**config.mk**
```make
export PLATFORM = sky130hd
export DESIGN_NAME = acc_alu_sequencer_flat
export DESIGN_NICKNAME = d
export VERILOG_FILES = /design/src/rtl/acc_alu_sequencer_pkg.sv /design/src/rtl/acc_alu_sequencer_if.sv /design/src/rtl/acc_alu_mul_iter.sv /design/src/rtl/acc_alu_sequencer.sv /design/src/flat_wrapper.sv
export SDC_FILE = /design/constraint.sdc
export NUM_CORES = 1
export LEC_CHECK = 0
export BUFFER_PORTS_ARGS = -buffer_cell sky130_fd_sc_hd__buf_4
export CORE_UTILIZATION = 40
export DETAILED_ROUTE_END_ITERATION = 12
export HOLD_SLACK_MARGIN = 0.12
export PLACE_DENSITY = 0.71
export SYNTH_ARGS = -nofsm -noshare
export SYNTH_HDL_FRONTEND = slang
export SYNTH_SLANG_ARGS = --single-unit
```
**constraint.sdc**
```tcl
create_clock -name clk -period 2.1 [get_ports clk]
set_clock_uncertainty 0.2 [all_clocks]
set_input_delay 0.42 -clock clk [delete_from_list [all_inputs] [get_ports clk]]
set_output_delay 0.42 -clock clk [all_outputs]
set_load 0.01 [all_outputs]
```
**src/rtl/acc_alu_sequencer_pkg.sv**
```systemverilog
// Shared constants for the accumulator/ALU sequencer: ALU control codes, opcodes, FSM states.
// Opcode 1001 (MUL) decodes as legal only when ACC_ALU_MUL_EN is defined.
package acc_alu_sequencer_pkg;

    localparam logic [2:0] ALU_ADD  = 3'b000;
    localparam logic [2:0] ALU_SUB  = 3'b001;
    localparam logic [2:0] ALU_OR   = 3'b010;
    localparam logic [2:0] ALU_AND  = 3'b011;
    localparam logic [2:0] ALU_SHL  = 3'b100;
    localparam logic [2:0] ALU_SHR  = 3'b101;
    localparam logic [2:0] ALU_NOT  = 3'b110;
    localparam logic [2:0] ALU_PASS = 3'b111;

    localparam logic [3:0] OP_LOAD = 4'b1000;
    localparam logic [3:0] OP_MUL  = 4'b1001;

    typedef enum logic [2:0] {
        ST_IDLE      = 3'd0,
        ST_EXEC      = 3'd1,
        ST_MUL_ADD   = 3'd2,
        ST_MUL_SHIFT = 3'd3,
        ST_DONE      = 3'd4
    } state_e;

    typedef enum logic [1:0] {
        K_ALU     = 2'd0,
        K_LOAD    = 2'd1,
        K_MUL     = 2'd2,
        K_ILLEGAL = 2'd3
    } op_kind_e;

    function automatic op_kind_e decode_op(input logic [3:0] op);
        if (!op[3]) return K_ALU;
        if (op == OP_LOAD) return K_LOAD;
`ifdef ACC_ALU_MUL_EN
        if (op == OP_MUL) return K_MUL;
`endif
        return K_ILLEGAL;
    endfunction

endpackage

```
**src/rtl/acc_alu_sequencer_if.sv**
```systemverilog
// Decode-side handshake, accumulator/flag outputs and ALU buses of the sequencer.
// slave = sequencer view; master = decode/ALU environment view.
interface acc_alu_sequencer_if #(
    parameter int N = 8
);
    logic         start;
    logic [3:0]   opcode;
    logic [N-1:0] operand;
    logic         busy;
    logic         done;
    logic         err;
    logic [N-1:0] acc;
    logic         flag_V;
    logic         flag_Z;
    logic         flag_C;
    logic [2:0]   alu_cntrl;
    logic [N-1:0] alu_in1;
    logic [N-1:0] alu_in2;
    logic [N-1:0] alu_out;
    logic         alu_V;
    logic         alu_Z;
    logic         alu_cout;

    modport slave (
        input  start, opcode, operand, alu_out, alu_V, alu_Z, alu_cout,
        output busy, done, err, acc, flag_V, flag_Z, flag_C, alu_cntrl, alu_in1, alu_in2
    );

    modport master (
        output start, opcode, operand, alu_out, alu_V, alu_Z, alu_cout,
        input  busy, done, err, acc, flag_V, flag_Z, flag_C, alu_cntrl, alu_in1, alu_in2
    );
endinterface

```
**src/rtl/acc_alu_mul_iter.sv**
```systemverilog
// Shift-and-add multiply iteration state: partial product P, shifted multiplicand M,
// remaining multiplier Q and overflow tracking. The ALU does the arithmetic; this only holds state.
module acc_alu_mul_iter #(
    parameter int N = 8
) (
    input  logic         clk,
    input  logic         rst,
    input  logic         init_i,
    input  logic [N-1:0] m_init_i,
    input  logic [N-1:0] q_init_i,
    input  logic         add_en_i,
    input  logic         shift_en_i,
    input  logic [N-1:0] alu_out_i,
    input  logic         alu_cout_i,
    output logic [N-1:0] p_o,
    output logic [N-1:0] m_o,
    output logic         ovf_o,
    output logic         last_o
);

    logic [N-1:0] p_q, p_d;
    logic [N-1:0] m_q, m_d;
    logic [N-1:0] q_q, q_d;
    logic         ovf_q, ovf_d;

    // A bit lost from M only matters if a higher multiplier bit will still add it in.
    assign last_o = ((q_q >> 1) == '0);

    always_comb begin
        p_d   = p_q;
        m_d   = m_q;
        q_d   = q_q;
        ovf_d = ovf_q;
        if (init_i) begin
            p_d   = '0;
            m_d   = m_init_i;
            q_d   = q_init_i;
            ovf_d = 1'b0;
        end else if (add_en_i) begin
            if (q_q[0]) begin
                p_d   = alu_out_i;
                ovf_d = ovf_q | alu_cout_i;
            end
        end else if (shift_en_i) begin
            m_d = alu_out_i;
            q_d = q_q >> 1;
            if (alu_cout_i && !last_o) ovf_d = 1'b1;
        end
    end

    always_ff @(posedge clk or posedge rst) begin
        if (rst) begin
            p_q   <= '0;
            m_q   <= '0;
            q_q   <= '0;
            ovf_q <= 1'b0;
        end else begin
            p_q   <= p_d;
            m_q   <= m_d;
            q_q   <= q_d;
            ovf_q <= ovf_d;
        end
    end

    assign p_o   = p_q;
    assign m_o   = m_q;
    assign ovf_o = ovf_q;

endmodule

```
**src/rtl/acc_alu_sequencer.sv**
```systemverilog
// Accumulator-machine controller sequencing an external combinational ALU over a start/done handshake.
// Define ACC_ALU_MUL_EN to build the multi-cycle unsigned multiply (opcode 1001); otherwise it is illegal.
module acc_alu_sequencer
    import acc_alu_sequencer_pkg::*;
#(
    parameter int N = 8
) (
    input logic                clk,
    input logic                rst,
    acc_alu_sequencer_if.slave bus
);

    state_e       state_q, state_d;
    logic [3:0]   op_q, op_d;
    logic [N-1:0] opnd_q, opnd_d;
    logic [N-1:0] acc_q, acc_d;
    logic         v_q, v_d, z_q, z_d, c_q, c_d;
    logic         err_q, err_d;
    op_kind_e     kind;

    assign kind = decode_op(op_q);

`ifdef ACC_ALU_MUL_EN
    logic         mul_init;
    logic [N-1:0] mul_p;
    logic [N-1:0] mul_m;
    logic         mul_ovf;
    logic         mul_last;

    acc_alu_mul_iter #(.N(N)) u_mul_iter (
        .clk        (clk),
        .rst        (rst),
        .init_i     (mul_init),
        .m_init_i   (acc_q),
        .q_init_i   (bus.operand),
        .add_en_i   (state_q == ST_MUL_ADD),
        .shift_en_i (state_q == ST_MUL_SHIFT),
        .alu_out_i  (bus.alu_out),
        .alu_cout_i (bus.alu_cout),
        .p_o        (mul_p),
        .m_o        (mul_m),
        .ovf_o      (mul_ovf),
        .last_o     (mul_last)
    );
`endif

    always_comb begin
        state_d       = state_q;
        op_d          = op_q;
        opnd_d        = opnd_q;
        acc_d         = acc_q;
        v_d           = v_q;
        z_d           = z_q;
        c_d           = c_q;
        err_d         = err_q;
        bus.alu_cntrl = ALU_PASS;
        bus.alu_in1   = '0;
        bus.alu_in2   = '0;
`ifdef ACC_ALU_MUL_EN
        mul_init      = 1'b0;
`endif
        case (state_q)
            ST_IDLE: begin
                if (bus.start) begin
                    op_d    = bus.opcode;
                    opnd_d  = bus.operand;
                    state_d = ST_EXEC;
`ifdef ACC_ALU_MUL_EN
                    // Multiply by zero finishes in EXEC like any single-cycle op.
                    if (bus.opcode == OP_MUL && bus.operand != '0) begin
                        mul_init = 1'b1;
                        state_d  = ST_MUL_ADD;
                    end
`endif
                end
            end
            ST_EXEC: begin
                state_d = ST_DONE;
                err_d   = 1'b0;
                case (kind)
                    K_ALU: begin
                        bus.alu_cntrl = op_q[2:0];
                        bus.alu_in1   = acc_q;
                        bus.alu_in2   = opnd_q;
                        acc_d         = bus.alu_out;
                        v_d           = bus.alu_V;
                        z_d           = bus.alu_Z;
                        c_d           = bus.alu_cout;
                    end
                    K_LOAD: begin
                        bus.alu_in1 = opnd_q;
                        acc_d       = opnd_q;
                        z_d         = bus.alu_Z;
                        v_d         = 1'b0;
                        c_d         = 1'b0;
                    end
                    K_MUL: begin
                        acc_d = '0;
                        z_d   = 1'b1;
                        v_d   = 1'b0;
                        c_d   = 1'b0;
                    end
                    default: err_d = 1'b1;
                endcase
            end
`ifdef ACC_ALU_MUL_EN
            ST_MUL_ADD: begin
                bus.alu_cntrl = ALU_ADD;
                bus.alu_in1   = mul_p;
                bus.alu_in2   = mul_m;
                state_d       = ST_MUL_SHIFT;
            end
            ST_MUL_SHIFT: begin
                bus.alu_cntrl = ALU_SHL;
                bus.alu_in1   = mul_m;
                bus.alu_in2   = N'(1);
                state_d       = ST_MUL_ADD;
                if (mul_last) begin
                    acc_d   = mul_p;
                    z_d     = (mul_p == '0);
                    c_d     = mul_ovf;
                    v_d     = 1'b0;
                    err_d   = 1'b0;
                    state_d = ST_DONE;
                end
            end
`endif
            ST_DONE: state_d = ST_IDLE;
            default: state_d = ST_IDLE;
        endcase
    end

    always_ff @(posedge clk or posedge rst) begin
        if (rst) begin
            state_q <= ST_IDLE;
            op_q    <= '0;
            opnd_q  <= '0;
            acc_q   <= '0;
            v_q     <= 1'b0;
            z_q     <= 1'b0;
            c_q     <= 1'b0;
            err_q   <= 1'b0;
        end else begin
            state_q <= state_d;
            op_q    <= op_d;
            opnd_q  <= opnd_d;
            acc_q   <= acc_d;
            v_q     <= v_d;
            z_q     <= z_d;
            c_q     <= c_d;
            err_q   <= err_d;
        end
    end

    assign bus.busy   = (state_q != ST_IDLE);
    assign bus.done   = (state_q == ST_DONE);
    assign bus.err    = err_q;
    assign bus.acc    = acc_q;
    assign bus.flag_V = v_q;
    assign bus.flag_Z = z_q;
    assign bus.flag_C = c_q;

endmodule

```
**src/flat_wrapper.sv**
```systemverilog
// flat-port wrapper written by rule: the top's interface ports become plain ports
module acc_alu_sequencer_flat import acc_alu_sequencer_pkg::*;
#(
    parameter int N = 8
)
  (clk, rst, bus_start, bus_opcode, bus_operand, bus_alu_out, bus_alu_V, bus_alu_Z, bus_alu_cout, bus_busy, bus_done, bus_err, bus_acc, bus_flag_V, bus_flag_Z, bus_flag_C, bus_alu_cntrl, bus_alu_in1, bus_alu_in2);
  acc_alu_sequencer_if #(.N(N)) bus_i ();
  input logic clk;
  input logic rst;
  input wire logic [$bits(bus_i.start)-1:0] bus_start;
  input wire logic [$bits(bus_i.opcode)-1:0] bus_opcode;
  input wire logic [$bits(bus_i.operand)-1:0] bus_operand;
  input wire logic [$bits(bus_i.alu_out)-1:0] bus_alu_out;
  input wire logic [$bits(bus_i.alu_V)-1:0] bus_alu_V;
  input wire logic [$bits(bus_i.alu_Z)-1:0] bus_alu_Z;
  input wire logic [$bits(bus_i.alu_cout)-1:0] bus_alu_cout;
  output wire logic [$bits(bus_i.busy)-1:0] bus_busy;
  output wire logic [$bits(bus_i.done)-1:0] bus_done;
  output wire logic [$bits(bus_i.err)-1:0] bus_err;
  output wire logic [$bits(bus_i.acc)-1:0] bus_acc;
  output wire logic [$bits(bus_i.flag_V)-1:0] bus_flag_V;
  output wire logic [$bits(bus_i.flag_Z)-1:0] bus_flag_Z;
  output wire logic [$bits(bus_i.flag_C)-1:0] bus_flag_C;
  output wire logic [$bits(bus_i.alu_cntrl)-1:0] bus_alu_cntrl;
  output wire logic [$bits(bus_i.alu_in1)-1:0] bus_alu_in1;
  output wire logic [$bits(bus_i.alu_in2)-1:0] bus_alu_in2;
  assign bus_i.start = bus_start;
  assign bus_i.opcode = bus_opcode;
  assign bus_i.operand = bus_operand;
  assign bus_i.alu_out = bus_alu_out;
  assign bus_i.alu_V = bus_alu_V;
  assign bus_i.alu_Z = bus_alu_Z;
  assign bus_i.alu_cout = bus_alu_cout;
  assign bus_busy = bus_i.busy;
  assign bus_done = bus_i.done;
  assign bus_err = bus_i.err;
  assign bus_acc = bus_i.acc;
  assign bus_flag_V = bus_i.flag_V;
  assign bus_flag_Z = bus_i.flag_Z;
  assign bus_flag_C = bus_i.flag_C;
  assign bus_alu_cntrl = bus_i.alu_cntrl;
  assign bus_alu_in1 = bus_i.alu_in1;
  assign bus_alu_in2 = bus_i.alu_in2;
  acc_alu_sequencer #(.N(N)) u_core (.clk(clk), .rst(rst), .bus(bus_i));
endmodule
```
==> results.toml <==
[placement]
dp_hpwl_um = 2410
numPortBuffers = 58
pre_cts_ws_ns = 0.136
gp_congestion = 0.756
place_area_um2 = 1790
dp.cells = 216

[clocking]
cts_max_level = 1
clkLatencyLatePin_ns = 0.32
clk_pin_slew_ns = 0.15
clk_path_buf_depth = 2
cts_tree = "built"
cts.sink_count = 26
cts-root-buf = "clkbuf_4"
cts_buffers = 3

[pwr]
switchingPower_mw = 0.723
p_comb_share_pct = 46.4
p_per_area_nw_per_um2 = 967
power_frac_seq_pct = 41.0
power_mw = 2.05
p_leak_nw = 0.977
clockPowerShare_pct = 12.6
sw_frac_of_total_pct = 35.3
intPower_mw = 1.32
max-vdd-ir-drop_mv = 0.602

[detailed_routing]
via_per_inst = 5.20
wl_um = 3540
first_pass_iters = 6
via_count = 1247
wire_per_inst_um = 14.8
drcViolationCount = 0
drt_iter0_markers = 43
ant_nets = 0

[synthesis]
ys_seq_area_share_pct = 50.6
yosysMostFrequentCell = "dfrtp_1"
synth_fp_nets = 140
netlist_area_um2 = 1280
synth_top_area_share_pct = 50.6
async_reset_ff_share_pct = 100
synthTopCellsByCount = "dfrtp_1 (26), mux2_2 (13), nand2_1 (8), nand2b_1 (8), a22o_1 (7)"
netlist_top_cells_area = "dfrtp_1 (51%), mux2_2 (11%), a22o_1 (4.8%), nand2b_1 (3.9%), a2bb2oi_1 (3.4%)"
synth_top_area_cell = "dfrtp_1"
synth-edff-count = 0
yosys_warnings = 0
synth.avg_cell_area_um2 = 11.3
synthFlopType = "dfrtp_1"
synth_seq_cells = 26
yosysUniqueCellTypes = 29
synth_cells = 114

[worst_setup_path]
crit_chain = "nand2b_4, inv_2, and3_4, a22o_1, buf_4"
cp_slowest_cell = "dfrtp_1"
required_ns = 1.48
critPathArrivalTime_ns = 1.55
cp_top_family = "flip-flops"
cp.buffers_inverters = 2
end_kind = "output port"
critPathMaxStageDelay_ns = 0.47
path_class = "reg -> out"
cp_max_fo = 5
cp-start-kind = "register"

[finish]
area_delta_synth_final_pct = 64.8
finalNetCount = 223
fillers = 247
stdcell_area_um2 = 2120
drive_gt1_share_pct = 54.6
multi_input_area_um2 = 634
seqCellArea_um2 = 653
layout.cells.non_filler = 240
diodes = 0
post-route-util_pct = 69.3

[run_status]
failed_checks = "setup timing"
status = "complete, but fails checks"

[global_routing]
grt_pass1_vias = 1198
grt_start_max_net_pins = 27
grt_busiest_layer = "met2"
grt_first_pass_wirelength_um = 5330
grt-ovfl-total = 0
antenna_found_initial = 0
met3_usage_pct = 3.08
track_usage_pct = 20.3
use_met1_pct = 25.1
met2_usage_pct = 36.9

[floorplanning]
rows = 20
die_w_um = 58.7
ios = 59
dieArea_um2 = 3440
initial_core_util_pct = 42.1
fp.coreArea_um2 = 3050
fp.dieH_um = 58.7

[timing]
rsz0062_at_grt = "yes"
finalMaxSlewViolations = 0
fin_crit_ns = 2.17
hold_viol = 0
slew-limit-headroom_pct = 70.2
tightest_slew_ns = 0.444
max_freq_mhz = 460
whs_ns = 0.123
period_share_pct = 103
fin_ws_ns = -0.0727
setup_viol = 7
fin_tns_setup_ns = -0.295

[flow_run]
cap_viol_max_count = 0

[hold_path]
worstHoldPathType = "in -> reg"
final cells by class:
class | instances | area share, %
Inverter | 6 | 1.06
Timing Repair Buffer | 85 | 33.8
Multi-Input combinational cell | 75 | 30.0
Sequential cell | 26 | 30.9
Tap cell | 44 | 2.60
Clock buffer | 4 | 1.71
logic make-up after synthesis:
family / after synthesis / synth area share [%]
AO/OA/AOI/OAI: 29 / 17.8
multiplexers: 13 / 11.4
buffers and inverters: 13 / 5.45
AND/OR/NAND/NOR: 33 / 14.7
flip-flops: 26 / 50.6
worst reg2reg max path: cells and delay by family, from the launching register on:
kind | cells | cell delay, ns
flops | 1 | 0.44
simple gates | 1 | 0.55
compound gates | 2 | 0.49
buf+inv | 1 | 0.16
flip-flops by register name, summed over array words and instances, names as in the netlist:
name and cells:
u_core.op_q 4, u_core.bus.err 1, u_core.bus.acc 8, u_core.state_q 2, u_core.bus.flag_C 1, u_core.bus.flag_Z 1, u_core.opnd_q 8, u_core.bus.flag_V 1
power groups by stage:
stage | combinational, mW | sequential [mW] | clock, mW
final | 0.950 | 0.841 | 0.257
after global routing | 1.02 | 0.859 | 0.283
after CTS | 0.895 | 0.823 | 0.257
after detailed placement | 0.817 | 0.845 | 0
after global placement | 0.794 | 0.835 | 0
after floorplan | 0.414 | 0.852 | 0
worst paths after layout:
path | end | depth (start not counted) | from | slack [ns]
min | u_core.opnd_q[1]$_DFFE_PP0P_ | 2 | bus_operand[1] | 0.12
max | bus_alu_in1[0] | 5 | u_core.state_q[2]$_DFFE_PP0P_ | -0.07
max in group asynchronous | u_core.op_q[3]$_DFFE_PP0P_ | 4 | rst | 0.95
max reg2reg | u_core.bus.acc[3]$_DFFE_PP0P_ | 4 | u_core.op_q[1]$_DFFE_PP0P_ | 0.18
min reg2reg | u_core.bus.err$_DFFE_PP0P_ | 2 | u_core.bus.err$_DFFE_PP0P_ | 0.30
min in group asynchronous | u_core.op_q[0]$_DFFE_PP0P_ | 4 | rst | 0.48
routing by layer:
layer  wire [um]  part of all wire, %  vias to the layer above
li1            -                    -                      574
met1        1490                   42                      608
met2        1790                   51                       57
met3         222                  6.3                        8
met4          42                  1.2                        0
met5           0                    0                        -
placed cells by master, fill, tap and decap left out, types with 2 or more instances in the layout:
cell type,count
nand2_1,8
buf_4,60
a32oi_1,3
and2_1,3
dfrtp_2,2
o21ai_1,2
nand2b_1,7
inv_1,5
o211ai_1,3
dlygate4sd3_1,13
nor3_4,2
and2_4,2
buf_6,12
clkbuf_4,3
dfrtp_1,24
a22o_1,7
nor3_2,2
mux2_2,13
a2bb2oi_1,5
o22ai_1,5
repair_timing:
action,CTS,global route
hold buffers,8,5
hold endpoints to repair,33,5
setup buffers,6,1
resized for setup,9,22
gates cloned,0,0
endpoints found under the setup margin,16,18
pin swaps,4,5
No activity file was read; power rests on OpenSTA's default activity.
